==> config.mk <==
export PLATFORM = sky130hd
export DESIGN_NAME = vga_pattern_gen_flat
export DESIGN_NICKNAME = d
export VERILOG_FILES = /design/src/rtl/vga_pattern_gen_if.sv /design/src/rtl/vga_pattern_gen.sv /design/src/flat_wrapper.sv
export SDC_FILE = /design/constraint.sdc
export NUM_CORES = 1
export LEC_CHECK = 0
export ABC_CLOCK_PERIOD_IN_PS = 4700
export BUFFER_PORTS_ARGS = -buffer_cell sky130_fd_sc_hd__buf_4
export CAP_MARGIN = 25
export CORE_MARGIN = 2
export CORE_UTILIZATION = 54
export CTS_CLUSTER_SIZE = 20
export DETAILED_ROUTE_END_ITERATION = 8
export GPL_ROUTABILITY_DRIVEN = 0
export PLACE_DENSITY = 0.78
export SYNTH_ARGS = -nofsm -noshare
export SYNTH_HDL_FRONTEND = slang
export SYNTH_SLANG_ARGS = --single-unit
==> constraint.sdc <==
create_clock -name CLOCK_50 -period 4.7 [get_ports CLOCK_50]
set_input_delay 1.175 -clock CLOCK_50 [delete_from_list [all_inputs] [get_ports CLOCK_50]]
set_output_delay 1.175 -clock CLOCK_50 [all_outputs]
set_load 0.02 [all_outputs]
==> src/rtl/vga_pattern_gen_if.sv <==
// vga_pattern_gen_if: pixel stream bundle between the pattern generator and its sink
//   master (generator): takes enable/mode/ready, drives VGA_X/VGA_Y/VGA_COLOR/plot/frame_done/busy
//   slave (sink/controller): the mirror image
interface vga_pattern_gen_if #(
    parameter int X_W     = 8,
    parameter int Y_W     = 7,
    parameter int COLOR_W = 3
);
    logic               enable;
    logic [1:0]         mode;
    logic               ready;
    logic [X_W-1:0]     VGA_X;
    logic [Y_W-1:0]     VGA_Y;
    logic [COLOR_W-1:0] VGA_COLOR;
    logic               plot;
    logic               frame_done;
    logic               busy;
    modport master (
        input  enable, mode, ready,
        output VGA_X, VGA_Y, VGA_COLOR, plot, frame_done, busy
    );
    modport slave (
        output enable, mode, ready,
        input  VGA_X, VGA_Y, VGA_COLOR, plot, frame_done, busy
    );
endinterface

==> src/rtl/vga_pattern_gen.sv <==
// vga_pattern_gen: frame-by-frame test pattern generator (solid, bars, checkerboard)
//   CLOCK_50 : clock, rising edge
//   reset    : synchronous active-high reset
//   bus      : master side of vga_pattern_gen_if (enable/mode/ready in, pixel stream out)
module vga_pattern_gen #(
    parameter int COLS        = 160,
    parameter int ROWS        = 120,
    parameter int X_W         = 8,
    parameter int Y_W         = 7,
    parameter int COLOR_W     = 3,
    parameter int BAR_SHIFT   = 4,
    parameter int HOLD_CYCLES = 0
) (
    input logic             CLOCK_50,
    input logic             reset,
    vga_pattern_gen_if.master bus
);
    localparam int HW = HOLD_CYCLES > 1 ? $clog2(HOLD_CYCLES) : 1;
    localparam logic [COLOR_W-1:0] CMAX = '1;
    typedef enum logic [1:0] {IDLE, DRAW, HOLD} state_t;
    state_t             state_q, state_d;
    logic [X_W-1:0]     x_q, x_d, xs;
    logic [Y_W-1:0]     y_q, y_d, ys;
    logic [COLOR_W-1:0] base_q, base_d, color_q, color_d;
    logic [1:0]         mode_q, mode_d;
    logic [HW-1:0]      hold_q, hold_d;
    logic               done_q, done_d, decide;
    always_ff @(posedge CLOCK_50) begin
        if (reset) begin
            state_q <= IDLE;
            x_q     <= '0;
            y_q     <= '0;
            base_q  <= '0;
            mode_q  <= '0;
            hold_q  <= '0;
            color_q <= '0;
            done_q  <= 1'b0;
        end else begin
            state_q <= state_d;
            x_q     <= x_d;
            y_q     <= y_d;
            base_q  <= base_d;
            mode_q  <= mode_d;
            hold_q  <= hold_d;
            color_q <= color_d;
            done_q  <= done_d;
        end
    end
    always_comb begin
        state_d = state_q;
        x_d     = x_q;
        y_d     = y_q;
        base_d  = base_q;
        mode_d  = mode_q;
        hold_d  = hold_q;
        done_d  = 1'b0;
        decide  = 1'b0;
        case (state_q)
            IDLE: decide = 1'b1;
            DRAW: if (bus.ready) begin
                if (x_q == X_W'(COLS - 1)) begin
                    x_d = '0;
                    if (y_q == Y_W'(ROWS - 1)) begin
                        y_d    = '0;
                        done_d = 1'b1;
                        // after the first frame the base cycles 1..max, skipping 0
                        base_d = base_q == CMAX ? COLOR_W'(1) : base_q + 1'b1;
                        if (HOLD_CYCLES > 0) state_d = HOLD;
                        else decide = 1'b1;
                    end else begin
                        y_d = y_q + 1'b1;
                    end
                end else begin
                    x_d = x_q + 1'b1;
                end
            end
            HOLD: if (hold_q == HW'(HOLD_CYCLES - 1)) begin
                hold_d = '0;
                decide = 1'b1;
            end else begin
                hold_d = hold_q + 1'b1;
            end
            default: state_d = IDLE;
        endcase
        // frame start: mode is only ever sampled here, so mid-frame changes wait
        if (decide) begin
            state_d = bus.enable ? DRAW : IDLE;
            mode_d  = bus.enable ? bus.mode : mode_q;
        end
        // colour is computed from next-state values so it registers alongside x/y
        xs = x_d >> BAR_SHIFT;
        ys = y_d >> BAR_SHIFT;
        color_d = mode_d == 2'd0 ? base_d :
                  mode_d == 2'd1 ? base_d + COLOR_W'(xs) :
                  mode_d == 2'd2 ? base_d + COLOR_W'(ys) :
                  (xs[0] ^ ys[0]) ? ~base_d : base_d;
    end
    assign bus.VGA_X      = x_q;
    assign bus.VGA_Y      = y_q;
    assign bus.VGA_COLOR  = color_q;
    assign bus.plot       = state_q == DRAW;
    assign bus.frame_done = done_q;
    assign bus.busy       = state_q != IDLE;
endmodule

==> src/flat_wrapper.sv <==
// flat-port wrapper written by rule: the top's interface ports become plain ports
module vga_pattern_gen_flat 
#(
    parameter int COLS        = 160,
    parameter int ROWS        = 120,
    parameter int X_W         = 8,
    parameter int Y_W         = 7,
    parameter int COLOR_W     = 3,
    parameter int BAR_SHIFT   = 4,
    parameter int HOLD_CYCLES = 0
)
  (CLOCK_50, reset, bus_enable, bus_mode, bus_ready, bus_VGA_X, bus_VGA_Y, bus_VGA_COLOR, bus_plot, bus_frame_done, bus_busy);
  vga_pattern_gen_if #(.X_W(X_W), .Y_W(Y_W), .COLOR_W(COLOR_W)) bus_i ();
  input logic CLOCK_50;
  input logic reset;
  input wire logic [$bits(bus_i.enable)-1:0] bus_enable;
  input wire logic [$bits(bus_i.mode)-1:0] bus_mode;
  input wire logic [$bits(bus_i.ready)-1:0] bus_ready;
  output wire logic [$bits(bus_i.VGA_X)-1:0] bus_VGA_X;
  output wire logic [$bits(bus_i.VGA_Y)-1:0] bus_VGA_Y;
  output wire logic [$bits(bus_i.VGA_COLOR)-1:0] bus_VGA_COLOR;
  output wire logic [$bits(bus_i.plot)-1:0] bus_plot;
  output wire logic [$bits(bus_i.frame_done)-1:0] bus_frame_done;
  output wire logic [$bits(bus_i.busy)-1:0] bus_busy;
  assign bus_i.enable = bus_enable;
  assign bus_i.mode = bus_mode;
  assign bus_i.ready = bus_ready;
  assign bus_VGA_X = bus_i.VGA_X;
  assign bus_VGA_Y = bus_i.VGA_Y;
  assign bus_VGA_COLOR = bus_i.VGA_COLOR;
  assign bus_plot = bus_i.plot;
  assign bus_frame_done = bus_i.frame_done;
  assign bus_busy = bus_i.busy;
  vga_pattern_gen #(.COLS(COLS), .ROWS(ROWS), .X_W(X_W), .Y_W(Y_W), .COLOR_W(COLOR_W), .BAR_SHIFT(BAR_SHIFT), .HOLD_CYCLES(HOLD_CYCLES)) u_core (.CLOCK_50(CLOCK_50), .reset(reset), .bus(bus_i));
endmodule
Word-level counts from Yosys, hierarchy flattened:

Cells that the tools add are included.

* bits in registers: 27
* logic and storage cells: 61

* $add $sub $neg: 6
* equality and inequality tests: 8
* mux-type cells: 27
* bitwise gates (word level): 3
* reduce and logical (&&, ||, !) cells: 7

Operator list (count)
* 7-bit 2-to-1 mux: 6
* 3-bit 2-to-1 mux: 9
* 8-bit by 1-bit adder with 8-bit output (second input constant): 1
* 8-bit equality test (second input constant): 1
* 2-bit 2-to-1 mux: 4
* 8-bit 2-to-1 mux: 1
* 7-bit by 1-bit adder with 7-bit output (second input constant): 1
* 7-bit equality test (second input constant): 1
* 3-bit adder: 2
* 1-bit 2-to-1 mux: 6
* 2-bit by 1-bit equality test with 1-bit output (second input constant): 2
* 2-bit equality test (second input constant): 2
* 2-bit zero test: 2
* 3-bit by 1-bit adder with 3-bit output (second input constant): 1
* 3-bit equality test (second input constant): 1
* 3-bit inverter: 1
* 1-bit one-hot mux with 3 select lines: 1
* 3-bit AND reduction: 1
* 3-bit OR reduction: 1
* 2-bit by 1-bit != test with 1-bit output (second input constant): 1
* 2-bit AND reduction: 1
* 2-bit nonzero test: 1
* 2-bit OR reduction: 1
* 1-bit adder (second input constant): 1
* 2 further kinds: 2

Longest topological paths before layout:

* word-level depth: 11
* depth in mapped cells: 12
* gate-level depth less buffers: 12

Worst setup path after synthesis:

Ideal clock, no wire load.

* path type: input -> register
* start: input bus_ready
* end: register u_core.color_q[1] (netlist: u_core.bus.VGA_COLOR[1])
* setup time: 0.119 ns
* data arrival time: 3.709 ns
* path slack: 0.872 ns
* stages: 10
* buffers on the path: 0
* cell sequence: nand3_1 > nor3_4 > nand2_1 > mux2_2 > ha_1 > fa_1 > and4b_1 > a2111o_1 > o21a_1 > o221a_2

RTL lines
* start, declared: line flat_wrapper.sv:18 `input wire logic [$bits(bus_i.ready)-1:0] bus_ready;`
* 3-bit 2-to-1 mux (*): line vga_pattern_gen.sv:60 `DRAW: if (bus.ready) begin`
* 3-bit 2-to-1 mux (*): line vga_pattern_gen.sv:58 `case (state_q)`
* net u_core.base_d[0]: line vga_pattern_gen.sv:24 `logic [COLOR_W-1:0] base_q, base_d, color_q, color_d;`
* 3-bit adder: line vga_pattern_gen.sv:95 `mode_d == 2'd2 ? base_d + COLOR_W'(ys) :`
* 3-bit 2-to-1 mux: line vga_pattern_gen.sv:95
* 3-bit 2-to-1 mux (*): line vga_pattern_gen.sv:94 `mode_d == 2'd1 ? base_d + COLOR_W'(xs) :`
* 3-bit 2-to-1 mux (*): line vga_pattern_gen.sv:93 `color_d = mode_d == 2'd0 ? base_d :`
* end signal, assigned: line vga_pattern_gen.sv:45 `color_q <= color_d;`
* end, declared: line vga_pattern_gen.sv:24

The timed path passes the listed nets; every way through them passes the cells marked *.
A chain may end at the register's enable or synchronous reset.

Final worst setup path:

Ends and elaborated chain as after synthesis.

==> reports/qor.csv <==
stage;metric;value;unit
logic_synthesis;post-synthesis compound-gate area fraction;12.07;%
detailed_routing;First DRT Iteration DRCs;39;
logic_synthesis;cell taking the most area after synthesis;dfxtp_1;
critical_path;CP delay by family, top;compound AO/OA/AOI/OAI gates;
critical_path;CP Data Required Time;4920;ps
logic_synthesis;Ys Warns;0;
floorplanning;FP Rows;18;
logic_synthesis;syn avg cell area;8.972;sq um
timing;Final Hold Vio Count;0;
global_route;antenna violations before repair;0;
cells_and_area;Reg area;500.5;sq um
logic_synthesis;Area contributors post-synth;dfxtp_1 34%, ha_1 5.1%, nor2_1 4.8%, xor2_1 4.8%, nor2b_1 4.3%;
detailed_routing;wire per inst;14.55;um
timing;Max Clock Skew;7.157;ps
hold_path;worst hold path type;flop to flop;
critical_path;Worst Setup End Kind;flop;
critical_path;cells along the critical path;buf_4, nand3_1, nor3_4, nand2_1, mux2_2, ha_1, fa_1, and4b_1, a2111o_1, o21a_1, o221a_2;
logic_synthesis;Post-Synth Adder-Cell Area;7.823;%
timing;Worst Tran Pin Value;420.7;ps
run;Max Cap Viol;0;
logic_synthesis;multiplexer share of the synthesized area;7.313;%
timing;Final Max Slew Viols;0;
power;leak pwr;0.7614;nW
logic_synthesis;synthesized flop and latch total;25;
clock_tree;CTS tree;yes;
logic_synthesis;Post-Syn Area;1471;sq um
timing;hold_ws;506.2;ps
detailed_routing;Post-route DRC;0;
timing;Slew HR;71.15;%
global_route;met3 Track Usage GR;3.023;%
clock_tree;CTS root buf;clkbuf_4;
global_route;GR peak layer;met2;
placed_design;port bufs;26;
cells_and_area;layout cells sized above 1;20.83;%
cells_and_area;Fill cells;219;
cells_and_area;most common cell after layout, fill and taps aside;buf_4;
global_route;met1 Usage GRT;29.45;%
global_route;global routing usage on met2;34.96;%
placed_design;hpwl dp;2.442;mm
logic_synthesis;XOR/XNOR share of the synthesized area;7.143;%
floorplanning;number of I/O pins;27;
cells_and_area;post-route cell area;1719;sq um
timing;RSZ-0062 raised after global routing;false;
global_route;GRT overflow;0;
power;Tot Pwr;0.0003625;W
critical_path;Critical-path top delay cell;fa_1;
timing;TNS Setup;0;ps
critical_path;Crit path buffers/inverters;1;
global_route;first-pass GRT wire length;5.575;mm
clock_tree;Reg clk slew, reported paths;140;ps
clock_tree;CTS buffer count;3;
detailed_routing;vias post-DR;1280;
logic_synthesis;largest family of logic cells by synthesized area;simple AND/OR/NAND/NOR gates;
clock_tree;# clock sinks;25;
floorplanning;die height;56.20;um
detailed_routing;1st-pass router iterations;4;
timing;FMAX;0.2769;GHz
power;Worst VDD drop;0.0001895;V
placed_design;placed cell areas;1693;sq um
global_route;pin count of the biggest net entering global routing;26;
timing;clock period minus worst slack;3612;ps
floorplanning;Die Width;56.20;um
global_route;gr usage total;21.63;%
detailed_routing;DRT antenna net count;0;
power;Power Dens Cells;210.9;nW/um^2
critical_path;Worst EP arrival;3830;ps
detailed_routing;DRT Wirelength;3.230;mm
cells_and_area;Final #Nets;207;
run_status;outcome;finished, final reports clean;
critical_path;Setup crit start kind;input pin;
logic_synthesis;Post-Syn Nets;178;
detailed_routing;vias per std cell;5.766;
clock_tree;# H-tree levels;1;
cells_and_area;ant diodes;0;
floorplanning;Core Box Area;2522;sq um
cells_and_area;area of the multi-input gates;933.4;sq um
timing;final setup fails;0;
floorplanning;die area;3158;sq um
logic_synthesis;Synth top area share;34.01;%
cells_and_area;most frequent cells in the layout;28 x buf_4, 25 x dfxtp_1, 19 x nor2_1, 11 x nand2_1, 10 x nor2b_1;
clock_tree;post-CTS setup buffer count;0;
clock_tree;hold buffers post-CTS;0;
clock_tree;CTS resizes;0;
logic_synthesis;Post-Synth Simple-Gate Area;29.08;%
cells_and_area;Layout area overhead;16.84;%
timing;final worst path period share;76.84;%
critical_path;slowest stage delay, CP;500;ps
logic_synthesis;Synth cell types;43;
critical_path;CP max FO;5;
critical_path;crit path kind;input pin to flop;
floorplanning;Initial Utilization;58.33;%
logic_synthesis;sequential share of the synthesized area;34.01;%
global_route;vias in the first global route;1243;
logic_synthesis;Post-Synthesis Cells;164;
clock_tree;Clock Latency Late Sink;310;ps
clock_tree;clk buf depth;2;
## Yosys cell counts (all sizes together)
cell type / n
o21ai: 6
inv: 3
nor2b: 10
nand4bb: 1
nor4: 2
or3b: 1
a2111o: 1
clkbuf: 2
o21a: 1
dfxtp: 25
o221a: 2
nand2b: 6
and4: 1
mux2i: 8
o32a: 1
and3: 3
nand2: 11
nand3: 7
o22ai: 2
a21oi: 8
a21bo: 2
mux2: 1
nor3b: 2
ha: 6
nor2: 19
nand4: 3
xor2: 8
o31ai: 2
a2111oi: 1
and4b: 1
buf: 2
xnor2: 4
fa: 2
nor3: 8
or4: 2
## per-stage QoR
stage	cells	util (%)	worst slack, ps
CTS	222	68.15	1081
global route	222	68.15	958.3
global placement	218	67.11	840.5
finish	222	68.15	1088
detailed placement	218	67.11	741.2
floorplan	164	-	871.9
## path summary, 6_finish.rpt
check                      start                 endpoint  slack (ps)  depth (start not counted)
max                    bus_ready  u_core.bus.VGA_COLOR[1]        1090                         11
min          u_core.bus.VGA_X[1]      u_core.bus.VGA_X[1]         510                          2
max reg2reg  u_core.bus.VGA_X[7]  u_core.bus.VGA_COLOR[1]        1180                         10
min reg2reg  u_core.bus.VGA_X[1]      u_core.bus.VGA_X[1]         510                          2
## layout make-up
class / count / share of cell area, %
Timing Repair Buffer: 28 / 12.23
Inverter: 3 / 0.6550
Sequential cell: 25 / 29.11
Multi-Input combinational cell: 132 / 54.29
Clock buffer: 4 / 1.528
Tap cell: 30 / 2.183
## report_power, final
part	switching (W)	leakage (nW)	internal, W
Sequential	0.00000438	0.203	0.000217
Combinational	0.0000250	0.544	0.0000203
Clock	0.0000631	0.0150	0.0000331
Total	0.0000925	0.761	0.000270
## worst reg2reg max path, cell delays in order (launching register included)
cell and delay [ps]:
dfxtp_1 460, or3b_2 520, nor3_4 190, nand2_1 160, mux2_2 360, ha_1 210
fa_1 500, and4b_1 200, a2111o_1 410, o21a_1 190, o221a_2 240
## state kept, by name, indices dropped and copies added (netlist names)
name,count
u_core.bus.VGA_COLOR,3
u_core.bus.frame_done,1
u_core.base_q,3
u_core.bus.VGA_Y,7
u_core.bus.VGA_X,8
u_core.mode_q,2
u_core.state_q,1
## routing by layer
layer | wire (um) | part of all wire, %
met1 | 1581 | 49
met2 | 1487 | 46
met3 | 130 | 4.0
met4 | 30 | 0.93
met5 | 0 | 0
## cells by family (layout without fill, tap and decap cells)
| family | after synthesis | in the layout |
|---|---|---|
| buffers and inverters | 7 | 35 |
| flip-flops | 25 | 25 |
| AO/OA/AOI/OAI | 26 | 26 |
| AND/OR/NAND/NOR | 77 | 77 |
| adder cells (fa/ha/maj) | 8 | 8 |
| XOR/XNOR | 12 | 12 |
| multiplexers | 9 | 9 |
Note: power is estimated with default switching activity, not from simulation.
